### config.mk
export PLATFORM = sky130hd
export DESIGN_NAME = cam_pixel_packer
export DESIGN_NICKNAME = d
export VERILOG_FILES = /design/src/rtl/dashcam_pkg.sv /design/src/rtl/cam_word_fifo.sv /design/src/rtl/cam_pixel_packer.sv
export SDC_FILE = /design/constraint.sdc
export NUM_CORES = 1
export LEC_CHECK = 0
export CORE_MARGIN = 4
export CORE_UTILIZATION = 33
export DETAILED_ROUTE_END_ITERATION = 8
export PLACE_DENSITY = 0.55
export SYNTH_ARGS = -nofsm -noshare
export SYNTH_HDL_FRONTEND = slang
export SYNTH_SLANG_ARGS = --single-unit
### constraint.sdc
create_clock -name clk -period 5.1 [get_ports clk]
set_input_delay 1.53 -clock clk [delete_from_list [all_inputs] [get_ports clk]]
set_output_delay 1.53 -clock clk [all_outputs]
set_load 0.05 [all_outputs]
### src/rtl/dashcam_pkg.sv
`default_nettype none
// ============================================================================
// Package     : dashcam_pkg
// Description : Shared types for the camera ingress path (packer state, FIFO entry).
// Revision    : 1.0
// ============================================================================
package dashcam_pkg;

  localparam int CAM_WORD_W = 32;

  typedef enum logic [0:0] {
    IDLE    = 1'b0,
    CAPTURE = 1'b1
  } cam_pack_state_e;

  typedef struct packed {
    logic [CAM_WORD_W-1:0] data;
    logic [3:0]            be;
    logic                  last;
  } cam_fifo_entry_t;

  // Byte enables for lanes 0..lane inclusive.
  function automatic logic [3:0] be_upto(input logic [1:0] lane);
    return {lane == 2'd3, lane >= 2'd2, lane >= 2'd1, 1'b1};
  endfunction

  // Byte enables for the first n lanes (n = 0..3).
  function automatic logic [3:0] be_below(input logic [1:0] n);
    return {1'b0, n == 2'd3, n >= 2'd2, n >= 2'd1};
  endfunction

endpackage
`default_nettype wire

### src/rtl/cam_word_fifo.sv
`default_nettype none
// ============================================================================
// Module      : cam_word_fifo
// Description : Synchronous first-word-fall-through FIFO of packed word entries.
// Revision    : 1.0
// ============================================================================
module cam_word_fifo
  import dashcam_pkg::*;
#(
  parameter int DEPTH = 8
) (
  input  logic            clk,
  input  logic            rst,
  input  logic            push,
  input  cam_fifo_entry_t wr_entry,
  input  logic            pop,
  output cam_fifo_entry_t rd_entry,
  output logic            full,
  output logic            empty,
  output logic            dropped
);

  localparam int AW = $clog2(DEPTH);

  cam_fifo_entry_t r_mem [DEPTH];
  logic [AW:0]     r_wr_ptr;
  logic [AW:0]     r_rd_ptr;
  logic            w_do_pop;
  logic            w_do_push;

  assign empty     = (r_wr_ptr == r_rd_ptr);
  assign full      = (r_wr_ptr[AW] != r_rd_ptr[AW]) && (r_wr_ptr[AW-1:0] == r_rd_ptr[AW-1:0]);
  assign w_do_pop  = pop & ~empty;
  // A pop in the same cycle frees the slot a full-FIFO push writes into.
  assign w_do_push = push & (~full | w_do_pop);
  assign dropped   = push & ~w_do_push;
  assign rd_entry  = r_mem[r_rd_ptr[AW-1:0]];

  always_ff @(posedge clk) begin
    if (rst) begin
      r_wr_ptr <= '0;
      r_rd_ptr <= '0;
      for (int i = 0; i < DEPTH; i++) begin
        r_mem[i] <= '0;
      end
    end else begin
      if (w_do_push) begin
        r_mem[r_wr_ptr[AW-1:0]] <= wr_entry;
        r_wr_ptr                <= r_wr_ptr + 1'b1;
      end
      if (w_do_pop) begin
        r_rd_ptr <= r_rd_ptr + 1'b1;
      end
    end
  end

endmodule
`default_nettype wire

### src/rtl/cam_pixel_packer.sv
`default_nettype none
// ============================================================================
// Module      : cam_pixel_packer
// Description : Packs camera bytes into 32-bit words per frame for the DMA.
//               Define CAM_PACKER_CSUM_EN to add the frame_csum output.
// Revision    : 1.0
// ============================================================================
module cam_pixel_packer
  import dashcam_pkg::*;
#(
  parameter int FIFO_DEPTH = 8,
  parameter int CNT_W      = 16
) (
  input  logic                  clk,
  input  logic                  rst,
  input  logic                  en,
  input  logic [CNT_W-1:0]      frame_bytes,
  input  logic                  cam_valid,
  input  logic                  cam_sof,
  input  logic [7:0]            cam_pixel,
  output logic                  out_valid,
  input  logic                  out_ready,
  output logic [CAM_WORD_W-1:0] out_data,
  output logic [3:0]            out_be,
  output logic                  out_last,
  output logic                  frame_done,
  output logic [CNT_W-1:0]      frame_count,
  output logic                  overflow,
  output logic                  short_frame,
  input  logic                  status_clr,
  output logic                  busy
`ifdef CAM_PACKER_CSUM_EN
  ,
  output logic [15:0]           frame_csum
`endif
);

  cam_pack_state_e       r_state;
  cam_pack_state_e       w_state_n;
  logic [CNT_W-1:0]      r_size;
  logic [CNT_W-1:0]      w_size_n;
  logic [CNT_W-1:0]      r_byte_cnt;
  logic [CNT_W-1:0]      w_byte_cnt_n;
  logic [CAM_WORD_W-1:0] r_word;
  logic [CAM_WORD_W-1:0] w_word_n;
  logic [CAM_WORD_W-1:0] w_word_cur;
  logic [1:0]            w_lane;
  logic                  w_last_byte;
  logic                  w_sof_go;
  logic                  w_start;
  logic                  w_done;
  logic                  w_abort;
  logic                  w_push;
  cam_fifo_entry_t       w_entry;
  cam_fifo_entry_t       w_head;
  logic                  w_full;
  logic                  w_empty;
  logic                  w_drop;
  logic                  r_frame_done;
  logic [CNT_W-1:0]      r_frame_count;
  logic                  r_overflow;
  logic                  r_short_frame;

  assign w_sof_go    = en & cam_valid & cam_sof & (frame_bytes != '0);
  assign w_lane      = r_byte_cnt[1:0];
  assign w_last_byte = ((r_byte_cnt + CNT_W'(1)) == r_size);

  always_comb begin
    w_word_cur                         = r_word;
    w_word_cur[{w_lane, 3'b000} +: 8] = cam_pixel;
  end

  always_ff @(posedge clk) begin
    if (rst) begin
      r_state <= IDLE;
    end else begin
      r_state <= w_state_n;
    end
  end

  always_comb begin
    w_state_n    = r_state;
    w_size_n     = r_size;
    w_byte_cnt_n = r_byte_cnt;
    w_word_n     = r_word;
    w_push       = 1'b0;
    w_entry      = '0;
    w_start      = 1'b0;
    w_done       = 1'b0;
    w_abort      = 1'b0;

    case (r_state)
      IDLE: begin
        if (w_sof_go) begin
          w_start = 1'b1;
        end
      end
      CAPTURE: begin
        if (!en) begin
          w_state_n = IDLE;
          w_word_n  = '0;
        end else if (w_sof_go) begin
          w_abort = 1'b1;
          w_push  = 1'b1;
          w_entry = '{data: r_word, be: be_below(w_lane), last: 1'b1};
          w_start = 1'b1;
        end else if (cam_valid) begin
          w_byte_cnt_n = r_byte_cnt + CNT_W'(1);
          if ((w_lane == 2'd3) || w_last_byte) begin
            w_push   = 1'b1;
            w_entry  = '{data: w_word_cur, be: be_upto(w_lane), last: w_last_byte};
            w_word_n = '0;
          end else begin
            w_word_n = w_word_cur;
          end
          if (w_last_byte) begin
            w_done    = 1'b1;
            w_state_n = IDLE;
          end
        end
      end
      default: w_state_n = IDLE;
    endcase

    // A one-byte frame completes on its SOF; if that SOF also aborted a frame,
    // the single push port carries the completed word and the abort marker is lost.
    if (w_start) begin
      w_size_n     = frame_bytes;
      w_byte_cnt_n = CNT_W'(1);
      if (frame_bytes == CNT_W'(1)) begin
        w_push    = 1'b1;
        w_entry   = '{data: CAM_WORD_W'(cam_pixel), be: 4'h1, last: 1'b1};
        w_word_n  = '0;
        w_done    = 1'b1;
        w_state_n = IDLE;
      end else begin
        w_word_n  = CAM_WORD_W'(cam_pixel);
        w_state_n = CAPTURE;
      end
    end
  end

  always_ff @(posedge clk) begin
    if (rst) begin
      r_size        <= '0;
      r_byte_cnt    <= '0;
      r_word        <= '0;
      r_frame_done  <= 1'b0;
      r_frame_count <= '0;
      r_overflow    <= 1'b0;
      r_short_frame <= 1'b0;
    end else begin
      r_size        <= w_size_n;
      r_byte_cnt    <= w_byte_cnt_n;
      r_word        <= w_word_n;
      r_frame_done  <= w_done;
      if (w_done) begin
        r_frame_count <= r_frame_count + CNT_W'(1);
      end
      r_overflow    <= w_drop | (r_overflow & ~status_clr);
      r_short_frame <= w_abort | (r_short_frame & ~status_clr);
    end
  end

  cam_word_fifo #(
    .DEPTH (FIFO_DEPTH)
  ) u_fifo (
    .clk      (clk),
    .rst      (rst),
    .push     (w_push),
    .wr_entry (w_entry),
    .pop      (out_ready),
    .rd_entry (w_head),
    .full     (w_full),
    .empty    (w_empty),
    .dropped  (w_drop)
  );

  assign out_valid   = ~w_empty;
  assign out_data    = w_head.data;
  assign out_be      = w_head.be;
  assign out_last    = w_head.last;
  assign frame_done  = r_frame_done;
  assign frame_count = r_frame_count;
  assign overflow    = r_overflow;
  assign short_frame = r_short_frame;
  assign busy        = (r_state == CAPTURE);

`ifdef CAM_PACKER_CSUM_EN
  logic [15:0] r_sum;
  logic [15:0] w_sum_n;
  logic [15:0] r_frame_csum;
  logic        w_byte;

  assign w_byte = (r_state == CAPTURE) & en & cam_valid & ~w_sof_go;

  always_comb begin
    w_sum_n = r_sum;
    if (w_start) begin
      w_sum_n = 16'(cam_pixel);
    end else if (w_byte) begin
      w_sum_n = r_sum + 16'(cam_pixel);
    end
  end

  always_ff @(posedge clk) begin
    if (rst) begin
      r_sum        <= '0;
      r_frame_csum <= '0;
    end else begin
      r_sum <= w_sum_n;
      if (w_done) begin
        r_frame_csum <= w_sum_n;
      end
    end
  end

  assign frame_csum = r_frame_csum;
`endif

endmodule
`default_nettype wire

==> metrics, run 1 <==
CP max stage cell=clkdlybuf4s50_1; Syn Inst Count=1499; DIE WIDTH=242 um; CP max FO=32; R2R setup slack=0.68 ns; Post-synth EDFFs=296; WS Path Type=flip-flop to output port; Detailed Route WL=48200 um; clk slew on worst S/H paths=0.06 ns; sequential share of power=51.1%; post-DP HPWL=28800 um; clock power share=43.7%; final instance area=0.0212 mm^2; number of remaining DRC errors=0; Final Setup Violations=0; initial antenna violation count=4; slew at the pin with the worst max-slew slack=1.17 ns; Yosys warning count=0; Worst Hold Launch=r_word[9]$_SDFFE_PP0P_; Yosys reg bits=391; CTS buffer count=43; Hold Fails Final Rpt=0; Achievable Freq=0.217 GHz; drt via density=5.19; Total GRT Usage=16.3%; Cell Chain, Critical Path=buf_12, mux4_2, mux2_2, clkdlybuf4s50_1; H-tree depth=2; hold path depth=2; Mapped Nets=1538; CP max stage delay=0.71 ns; via count=11844; startpoint class of the critical path=flip-flop; CTS hold repair buffers=0; buffer count from post-CTS setup fixing=0; Area Growth Syn to Fin=17.4%; Synth Flop Type=edfxtp_1; worst reg2reg path depth=9; DP Area=0.0198 mm^2; Port Buf Inserts=88; reg-to-reg endpoint=u_fifo.r_mem[7][20]$_SDFFCE_PN0P_; Placer Congestion=0.834; fin util=39.3%; Boundary Pins=89; Logic pwr share=5.2%; P_int=5400 uW; fin crit period=4.61 ns; FP Rows=85; kind of cell with the highest combined delay on the critical path=buffers and inverters; CTS resizes=0; Max VDD drop=0.225 mV; Yosys cell types=64; Post-layout nets=1591; CTS Sinks=391; Critical R2R Launch=r_byte_cnt[0]$_SDFFE_PP0P_; switch share=22.2%; HP Class=flip-flop to flip-flop; Buf/Inv on CP=2; Crit. End Element=output port; vias in the first global route=12279; setup TNS=0 ns; worst hold path endpoint=r_word[9]$_SDFFE_PP0P_; Initial Utilization=33.4%; Skew-Pair Late Insertion Delay=0.58 ns; clk_skew=0.0250 ns; Critical Path AT=3.08 ns; Die H=242 um; status=completed; register area=0.0108 mm^2; Die ar.=0.0585 mm^2; ANT nets after route=0; Max Root-Sink Buffers=3; max_slew headroom=22.0%; DR pass1 iterations=6; largest net degree at the start of global routing=46; global-route wire length before repair=74600 um; Filler cells=5071; post-synthesis average cell area=12.0 um^2; DR WL/cell=21.1 um; area of the multi-input gates=0.00676 mm^2; initial DRC count=885; Pleak=0.00676 uW; core area=0.0539 mm^2; Worst EP required=3.57 ns; fin. max-slew vios=0; fraction of layout cells with a size suffix above 1=17.0%; Cell Area, Synth=0.0180 mm^2; max-cap viol count=0; CTS tree=done; Seq/Total Area, Yosys=59.8%; clock tree root buffer cell=clkbuf_16; period utilization=90.4%; Power Density=328 mW/mm^2; Sw Pwr=1540 uW; Post-synth ARST share=0%; GRT overflow=0; unrepaired setup endpoints after global routing=no
==> flip-flops by register name (all words and copies together), names as in the netlist, named ones only <==
signal           flops
u_fifo.r_mem       296
short_frame          1
r_word              32
r_size              16
frame_count         16
r_byte_cnt          16
u_fifo.r_rd_ptr      4
frame_done           1
overflow             1
u_fifo.r_wr_ptr      4
busy                 1
==> layout by cell type (no fill, tap or decap), drive strengths merged, types with 3 or more instances in the layout <==
cell	instances
nor4b	3
nand4	16
xor2	25
nand3	29
xnor2	17
clkdlybuf4s50	87
mux2	45
a211oi	5
o21ai	14
or3	3
mux2i	4
ha	8
nor3	9
or4	6
and2	7
nor4	10
a2111oi	3
and4	4
edfxtp	296
a211o	3
nand4b	8
buf	43
nor2b	61
a21oi	77
o21a	4
mux4	74
clkinv	9
or2	27
a22oi	8
and3	4
a22o	30
nand2b	13
nand2	62
nor2	371
dfxtp	95
clkbuf	66
inv	11
==> cell type report <==
class / instances / share of cell area (%)
Tap cell: 696 / 4.11
Multi-Input combinational cell: 976 / 32.0
Clock buffer: 66 / 5.77
Sequential cell: 391 / 51.0
Inverter: 10 / 0.177
Clock inverter: 12 / 0.615
Timing Repair Buffer: 130 / 6.34
Antenna cell: 2 / 0.0236
==> per-layer routing <==
metal	track usage [%]	part of all wire (%)
met1	21.0	43
met2	27.9	49
met3	3.76	6.2
met4	4.00	1.9
met5	0	0.071
==> how the worst max path moves through the flow <==
stage / start / end / slack, ns / cells after the start
final: flip-flop / out_data[15] / 0.49 / 4
after global routing: flip-flop / out_data[22] / 0.33 / 4
after CTS: flip-flop / out_data[23] / 0.39 / 4
after detailed placement: frame_bytes[5] / u_fifo.r_mem[1][17]$_SDFFCE_PN0P_ / 0.36 / 10
after global placement: frame_bytes[12] / u_fifo.r_mem[2][29]$_SDFFCE_PN0P_ / 0.42 / 10
after floorplan: frame_bytes[9] / u_fifo.r_mem[3][0]$_SDFFCE_PN0P_ / 0.76 / 10
==> synthesized netlist by cell type, types with 9 or more instances <==
cell type | instances | area, um^2
o21ai_0 | 12 | 60.1
or2_2 | 27 | 169
buf_2 | 22 | 110
a22o_1 | 30 | 263
clkbuf_1 | 83 | 312
dfxtp_1 | 95 | 1900
buf_1 | 15 | 56.3
nor4_1 | 10 | 62.6
nor2_1 | 371 | 1390
xor2_1 | 25 | 219
nor3_1 | 9 | 45.0
edfxtp_1 | 296 | 8890
nor2b_1 | 61 | 382
nand2b_1 | 13 | 81.3
xnor2_1 | 17 | 149
inv_1 | 10 | 37.5
mux4_2 | 74 | 1670
nand4_1 | 15 | 93.8
nand3_1 | 29 | 145
a21oi_1 | 76 | 380
nand2_1 | 62 | 233
mux2_2 | 45 | 507
==> worst reg2reg max path, cell delays in order, from the launching register on <==
cell and delay [ns]:
dfxtp_1 0.53, ha_1 0.24, nand3_1 0.27, nor2_1 0.30
o221ai_1 0.19, a2111oi_2 0.55, nand4b_1 0.65, a211oi_1 0.60
or2_2 0.48, buf_12 0.28
==> cell families (layout without fill, tap and decap cells) <==
| group | after synthesis | count (layout) | share of synthesized area [%] |
|---|---|---|---|
| buf+inv | 132 | 218 | 2.94 |
| simple gates | 637 | 637 | 16.2 |
| xor+xnor | 42 | 42 | 2.04 |
| other cells | 0 | 2 | 0 |
| fa+ha+maj | 9 | 9 | 0.611 |
| mux | 123 | 123 | 12.3 |
| compound gates | 165 | 165 | 6.11 |
| flops | 391 | 391 | 59.8 |
==> through the flow <==
stage	cells	hold slack, ns	setup WS [ns]	total power, uW
floorplan	1499	0.441	0.763	3820
global placement	2203	0.449	0.419	3970
detailed placement	2203	0.458	0.359	3980
CTS	2281	0.466	0.390	7020
global route	2281	0.490	0.325	7190
finish	2283	0.466	0.487	6940
==> power groups by stage <==
stage                     clock network, uW  registers, uW  logic, uW
after floorplan                           0           3610        207
after global placement                    0           3610        362
after detailed placement                  0           3610        363
after CTS                              3110           3550        364
after global routing                   3260           3550        381
final                                  3030           3550        358
Power figures use the tool's default switching activity.
==> run 2, diff against run 1 <==
--- a/config.mk
+++ b/config.mk
@@ -5,9 +5,11 @@
 export SDC_FILE = /design/constraint.sdc
 export NUM_CORES = 1
 export LEC_CHECK = 0
+export ABC_AREA = 1
 export CORE_MARGIN = 4
 export CORE_UTILIZATION = 33
 export DETAILED_ROUTE_END_ITERATION = 8
+export MAX_ROUTING_LAYER = met4
 export PLACE_DENSITY = 0.55
 export SYNTH_ARGS = -nofsm -noshare
 export SYNTH_HDL_FRONTEND = slang
==> run 2 against run 1 <==
Compared with the run above: total power increased by 13%; clock skew fell by 0.0052 ns; synthesized area rose by 3.8%; register-to-register slack better by 0.42 ns; non-clock buffer count up 15.
==> metrics, run 2 <==
commonest non-fill, non-tap cell in the layout=nor2_1; post-DP HPWL=33700 um; total power draw=7870 uW; CTS hold repair buffers=0; setup TNS=0 ns; Ant. Diodes=0; initial antenna violation count=0; Final Hold Slack=0.475 ns; Synth Flop Type=edfxtp_1; HP Class=flip-flop to flip-flop; Yosys warning count=0; largest net degree at the start of global routing=133; clock power share=41.4%; Skew-Pair Late Insertion Delay=0.58 ns; drt via density=5.09; final instance area=0.0219 mm^2; vias in the first global route=14790; period utilization=94.6%; WS Path Type=flip-flop to output port; buffer count from post-CTS setup fixing=0; Area Growth Syn to Fin=17.0%; Final WS setup=0.275 ns; unrepaired setup endpoints after global routing=no; Critical R2R Launch=r_byte_cnt[0]$_SDFFE_PP0P_; Largest register FFs=296; Achievable Freq=0.207 GHz; DIE WIDTH=246 um; Yosys cell types=44; Worst EP required=3.57 ns; CTS resizes=0; Seq/Total Area, Yosys=57.6%; Pleak=0.00747 uW; Mapped Nets=2140; global-route wire length before repair=84000 um; ANT nets after route=0; Logic pwr share=13.1%; CTS tree=done; fin. max-slew vios=0; H-tree depth=2; Power Density=359 mW/mm^2; post-synthesis average cell area=8.91 um^2; DR pass1 iterations=5; core area=0.0563 mm^2; GRT overflow=0; Post-synth EDFFs=296; most frequent cells in the layout=nor2_1 (631), edfxtp_1 (296), o21ai_0 (241); via count=14989; Placer Congestion=0.859; max-cap viol count=0; Detailed Route WL=53500 um; sequential share of power=45.4%; Post-layout nets=2193; Yosys reg bits=391; number of remaining DRC errors=0; Port Buf Inserts=88; Max VDD drop=0.232 mV; Synth top area share=47.5%; Die H=246 um; Boundary Pins=89; Initial Utilization=33.3%; Synth area leaders=edfxtp_1 (47%), nor2_1 (13%), dfxtp_1 (10%), o21ai_0 (6.4%), nand2_1 (3.6%); clock tree root buffer cell=clkbuf_16; Post-synth ARST share=0%; top post-synthesis cells by count=nor2_1 (632), edfxtp_1 (296), o21ai_0 (241), nand2_1 (180), inv_1 (126); Hold Fails Final Rpt=0; fin crit period=4.82 ns; CTS Sinks=391; Post-Place Setup Slack=0.416 ns; cell with the most instances after synthesis=nor2_1; max_slew headroom=25.3%; Most flops, register=u_fifo.r_mem; CP max FO=132; Total GRT Usage=18.0%; DP Area=0.0204 mm^2; startpoint class of the critical path=flip-flop; Cell Area, Synth=0.0187 mm^2; Worst Hold Launch=r_size[4]$_SDFFE_PP0P_; fraction of layout cells with a size suffix above 1=9.46%; leading area contributor after synthesis=edfxtp_1; clk_skew=0.0199 ns; initial DRC count=1278; Sw Pwr=2070 uW; clk slew on worst S/H paths=0.05 ns; Die ar.=0.0606 mm^2; Critical Path AT=3.29 ns; Final Setup Violations=0; Max Root-Sink Buffers=3; FP Rows=87; slew at the pin with the worst max-slew slack=1.12 ns; CTS buffer count=44; Syn Inst Count=2101; Crit. End Element=output port; DR WL/cell=18.2 um; Top Registers=u_fifo.r_mem (296), r_word (32); status=completed; switch share=26.2%; P_int=5810 uW
==> run 2: cell types whose count changed after synthesis, moves of 44 or more <==
cell	before	now
nor2_1	371	632
o21ai_0	12	241
nand2_1	62	180
inv_1	10	126
mux4_2	74	0
o22ai_1	1	71
nor2b_1	61	0
mux2_2	45	0
a31oi_1	2	46
nand3_1	29	73
==> run 2: cell type report <==
type                       count  area (um^2)
clock inverter                16          235
multi-input combinational   1442         6790
clock buffer                  65         1250
timing repair buffer         145         1400
fill                        5629        34400
inverter                     130          489
tap                          756          946
sequential                   391        10800
==> run 2: kinds of logic (layout without fill, tap and decap cells) <==
family | after synthesis | after routing | synth area share (%)
AND/OR/NAND/NOR | 970 | 970 | 21.4
AO/OA/AOI/OAI | 449 | 449 | 13.2
buffers and inverters | 268 | 356 | 6.30
adder cells (fa/ha/maj) | 8 | 8 | 0.535
flip-flops | 391 | 391 | 57.6
XOR/XNOR | 15 | 15 | 0.855
==> run 2: worst paths after layout <==
check | end | slack [ns] | cells after the start
worst max register to register | u_fifo.r_mem[3][17]$_SDFFCE_PN0P_ | 1.10 | 18
worst max-delay path | out_data[19] | 0.28 | 6
worst min-delay path | r_size[4]$_SDFFE_PP0P_ | 0.48 | 2
worst min register to register | r_size[4]$_SDFFE_PP0P_ | 0.48 | 2
==> run 2: power by group through the flow <==
stage               Clock, uW  Sequential, uW  Combinational [uW]
floorplan                   0            3630                 680
global placement            0            3640                1040
detailed placement          0            3640                1050
CTS                      3320            3580                1050
global route             3460            3590                1130
finish                   3260            3580                1030
==> run 2: metrics by stage <==
| step | utilization [%] | instances |
|---|---|---|
| after detailed placement | 36.3 | 2864 |
| after floorplan | - | 2101 |
| after global placement | 36.3 | 2864 |
| after CTS | 38.9 | 2945 |
| after global routing | 38.9 | 2945 |
| final | 38.9 | 2945 |
==> run 2: critical path: stages (launching register included) <==
cell and delay (ns):
dfxtp_4 0.50, buf_12 0.43, o21ai_0 0.19, o22ai_1 0.27
nor2_1 0.08, a31oi_1 0.26, clkdlybuf4s50_1 0.86
==> run 2: layer usage <==
metal | share of wire [%] | wire (um) | track usage [%] | vias up
li1 | - | - | - | 7252
met1 | 46 | 24300 | 23.9 | 7201
met2 | 46 | 24600 | 28.5 | 441
met3 | 5.8 | 3100 | 2.82 | 95
met4 | 2.7 | 1440 | 5.52 | 0
met5 | 0 | 0 | - | -
==> run 3, diff against run 2 <==
==> constraint.sdc (replaced) <==
create_clock -name clk -period 5.1 [get_ports clk]
set_input_delay 1.53 -clock clk [delete_from_list [all_inputs] [get_ports clk]]
set_output_delay 1.53 -clock clk [all_outputs]
set_load 0.01 [all_outputs]
==> run 3 against run 2 <==
Compared with the run above: via count is 0.84% higher; wire length grew 3.1%; die area unchanged; first-iteration DRC count grew 3.7%; global-route usage grew 0.36 points; cell count about the same; non-clock buffer count fell by 2; clock skew increased by 0.0014 ns; core utilization fell by 0.21 points; maximum frequency increased by 1.7%; critical path type unchanged; largest cell class unchanged.
==> metrics, run 3 (synthesis gave the netlist of run 2 again) <==
initial antenna violation count=0; Final Setup Violations=0; met2 Use GR=29.4%; Post-Place Setup Slack=0.437 ns; Die H=246 um; Final Hold Slack=0.469 ns; Initial Utilization=33.3%; fin crit period=4.74 ns; Most flops, register=u_fifo.r_mem; FP Rows=87; CTS buffer count=44; Cell Chain, Critical Path=buf_4, o21ai_0, o22ai_1, nor2_1, a31oi_1, clkdlybuf4s50_1; Filler cells=5660; CP max FO=35; Boundary Pins=89; Total GRT Usage=18.3%; HP Class=flip-flop to flip-flop; DIE WIDTH=246 um; Crit. End Element=output port; P_int=5590 uW; Critical Path AT=3.21 ns; CTS tree=done; core area=0.0563 mm^2; Power Density=344 mW/mm^2; max-cap viol count=0; Max Root-Sink Buffers=3; fin. max-slew vios=0; Placer Congestion=0.877; H-tree depth=2; Finished Layout Cells=2943; DR WL/cell=18.7 um; Sw Pwr=1910 uW; switch share=25.5%; period utilization=93.0%; most frequent cells in the layout=nor2_1 (631), edfxtp_1 (296), o21ai_0 (241); Buf/Inv on CP=2; slew at the pin with the worst max-slew slack=1.21 ns; clk_skew=0.0212 ns; Post-layout nets=2191; Skew-Pair Late Insertion Delay=0.58 ns; kind of cell with the highest combined delay on the critical path=buffers and inverters; ANT nets after route=0; Hold Fails Final Rpt=0; commonest non-fill, non-tap cell in the layout=nor2_1; Top Registers=u_fifo.r_mem (296), r_word (32); clk slew on worst S/H paths=0.06 ns; CTS Sinks=391; number of remaining DRC errors=0; CTS hold repair buffers=0; fraction of layout cells with a size suffix above 1=8.18%; clock tree root buffer cell=clkbuf_16; placed cells=2862; Port Buf Inserts=88; via count=15115; buffer count from post-CTS setup fixing=0; post-DP HPWL=33900 um; WS Path Type=flip-flop to output port; sequential share of power=47.8%; vias in the first global route=14577; max_slew headroom=19.1%; clock power share=40.8%; global-route wire length before repair=85100 um; unrepaired setup endpoints after global routing=no; GRT overflow=0; CP max stage delay=0.76 ns; DR pass1 iterations=5; Ant. Diodes=0; Pleak=0.00737 uW; Logic pwr share=11.5%; largest net degree at the start of global routing=97; Worst EP required=3.57 ns; CTS resizes=0; Die ar.=0.0606 mm^2; drt via density=5.14; total power draw=7500 uW; Max VDD drop=0.212 mV; status=completed; Final WS setup=0.356 ns; met1 usage=24.2%; Achievable Freq=0.211 GHz; Detailed Route WL=55200 um; met3 Use GR=3.55%; startpoint class of the critical path=flip-flop; Area Growth Syn to Fin=16.4%; most used routing layer=met2; setup TNS=0 ns; initial DRC count=1325; Largest register FFs=296; CP max stage cell=dfxtp_2
==> run 3: cell count changes in the layout (fill, tap and decap cells not counted), moves of 2 or more <==
cell / change
buf_12: -2
buf_4: -19
bufinv_16: -3
clkbuf_8: -5
clkdlybuf4s50_1: +19
clkinv_1: +7
clkinv_8: -2
inv_6: +2
==> run 3: layout make-up <==
| cell class | instances | area, um^2 | area share [%] |
|---|---|---|---|
| Multi-Input combinational cell | 1442 | 6790 | 31.2 |
| Clock buffer | 59 | 1180 | 5.40 |
| Inverter | 130 | 489 | 2.25 |
| Clock inverter | 22 | 185 | 0.850 |
| Sequential cell | 391 | 10800 | 49.5 |
| Tap cell | 756 | 946 | 4.34 |
| Timing Repair Buffer | 143 | 1410 | 6.45 |
==> run 3: worst paths after layout <==
kind                                                 start                          endpoint  slack, ns  cells after the start
worst max register to register  r_byte_cnt[0]$_SDFFE_PP0P_  u_fifo.r_mem[2][7]$_SDFFCE_PN0P_       1.08                     18
worst min register to register      short_frame$_SDFF_PP0_            short_frame$_SDFF_PP0_       0.47                      2
worst min-delay path                short_frame$_SDFF_PP0_            short_frame$_SDFF_PP0_       0.47                      2
worst max-delay path                             flip-flop                      out_data[26]       0.36                      6
==> run 3: power by group through the flow <==
stage	Clock [uW]	Combinational [uW]	Sequential [uW]
6_report	3060	860	3580
5_1_grt	3250	946	3590
4_1_cts	3120	872	3580
3_5_place_dp	0	870	3650
3_3_place_gp	0	861	3640
2_1_floorplan	0	497	3630
==> run 3: metal layers <==
layer,up-vias,routed length (um)
met5,-,0
met4,0,1110
met3,75,3690
met2,498,25700
met1,7290,24700
li1,7252,-
==> run 3: worst reg2reg max path, stage by stage (launching register included) <==
cell and delay, ns:
dfxtp_1 0.49, ha_1 0.59, nand3_1 0.30, nor2_2 0.24, nand2_1 0.12, nand3b_1 0.13
nand2_1 0.06, nor2_1 0.08, nand3_1 0.07, nor2_1 0.21, nand2_1 0.12, nand2_2 0.09
nand2_2 0.07, nand2_4 0.10, nand3_4 0.12, nor2_8 0.18, nand3_2 0.11, nand2_2 0.41
buf_12 0.23
==> run 3: through the flow <==
stage / instance area, um^2 / utilization (%)
final: 21800 / 38.7
after global routing: 21800 / 38.7
after CTS: 21800 / 38.7
after detailed placement: 20400 / 36.3
after global placement: 20400 / 36.3
after floorplan: 18700 / -
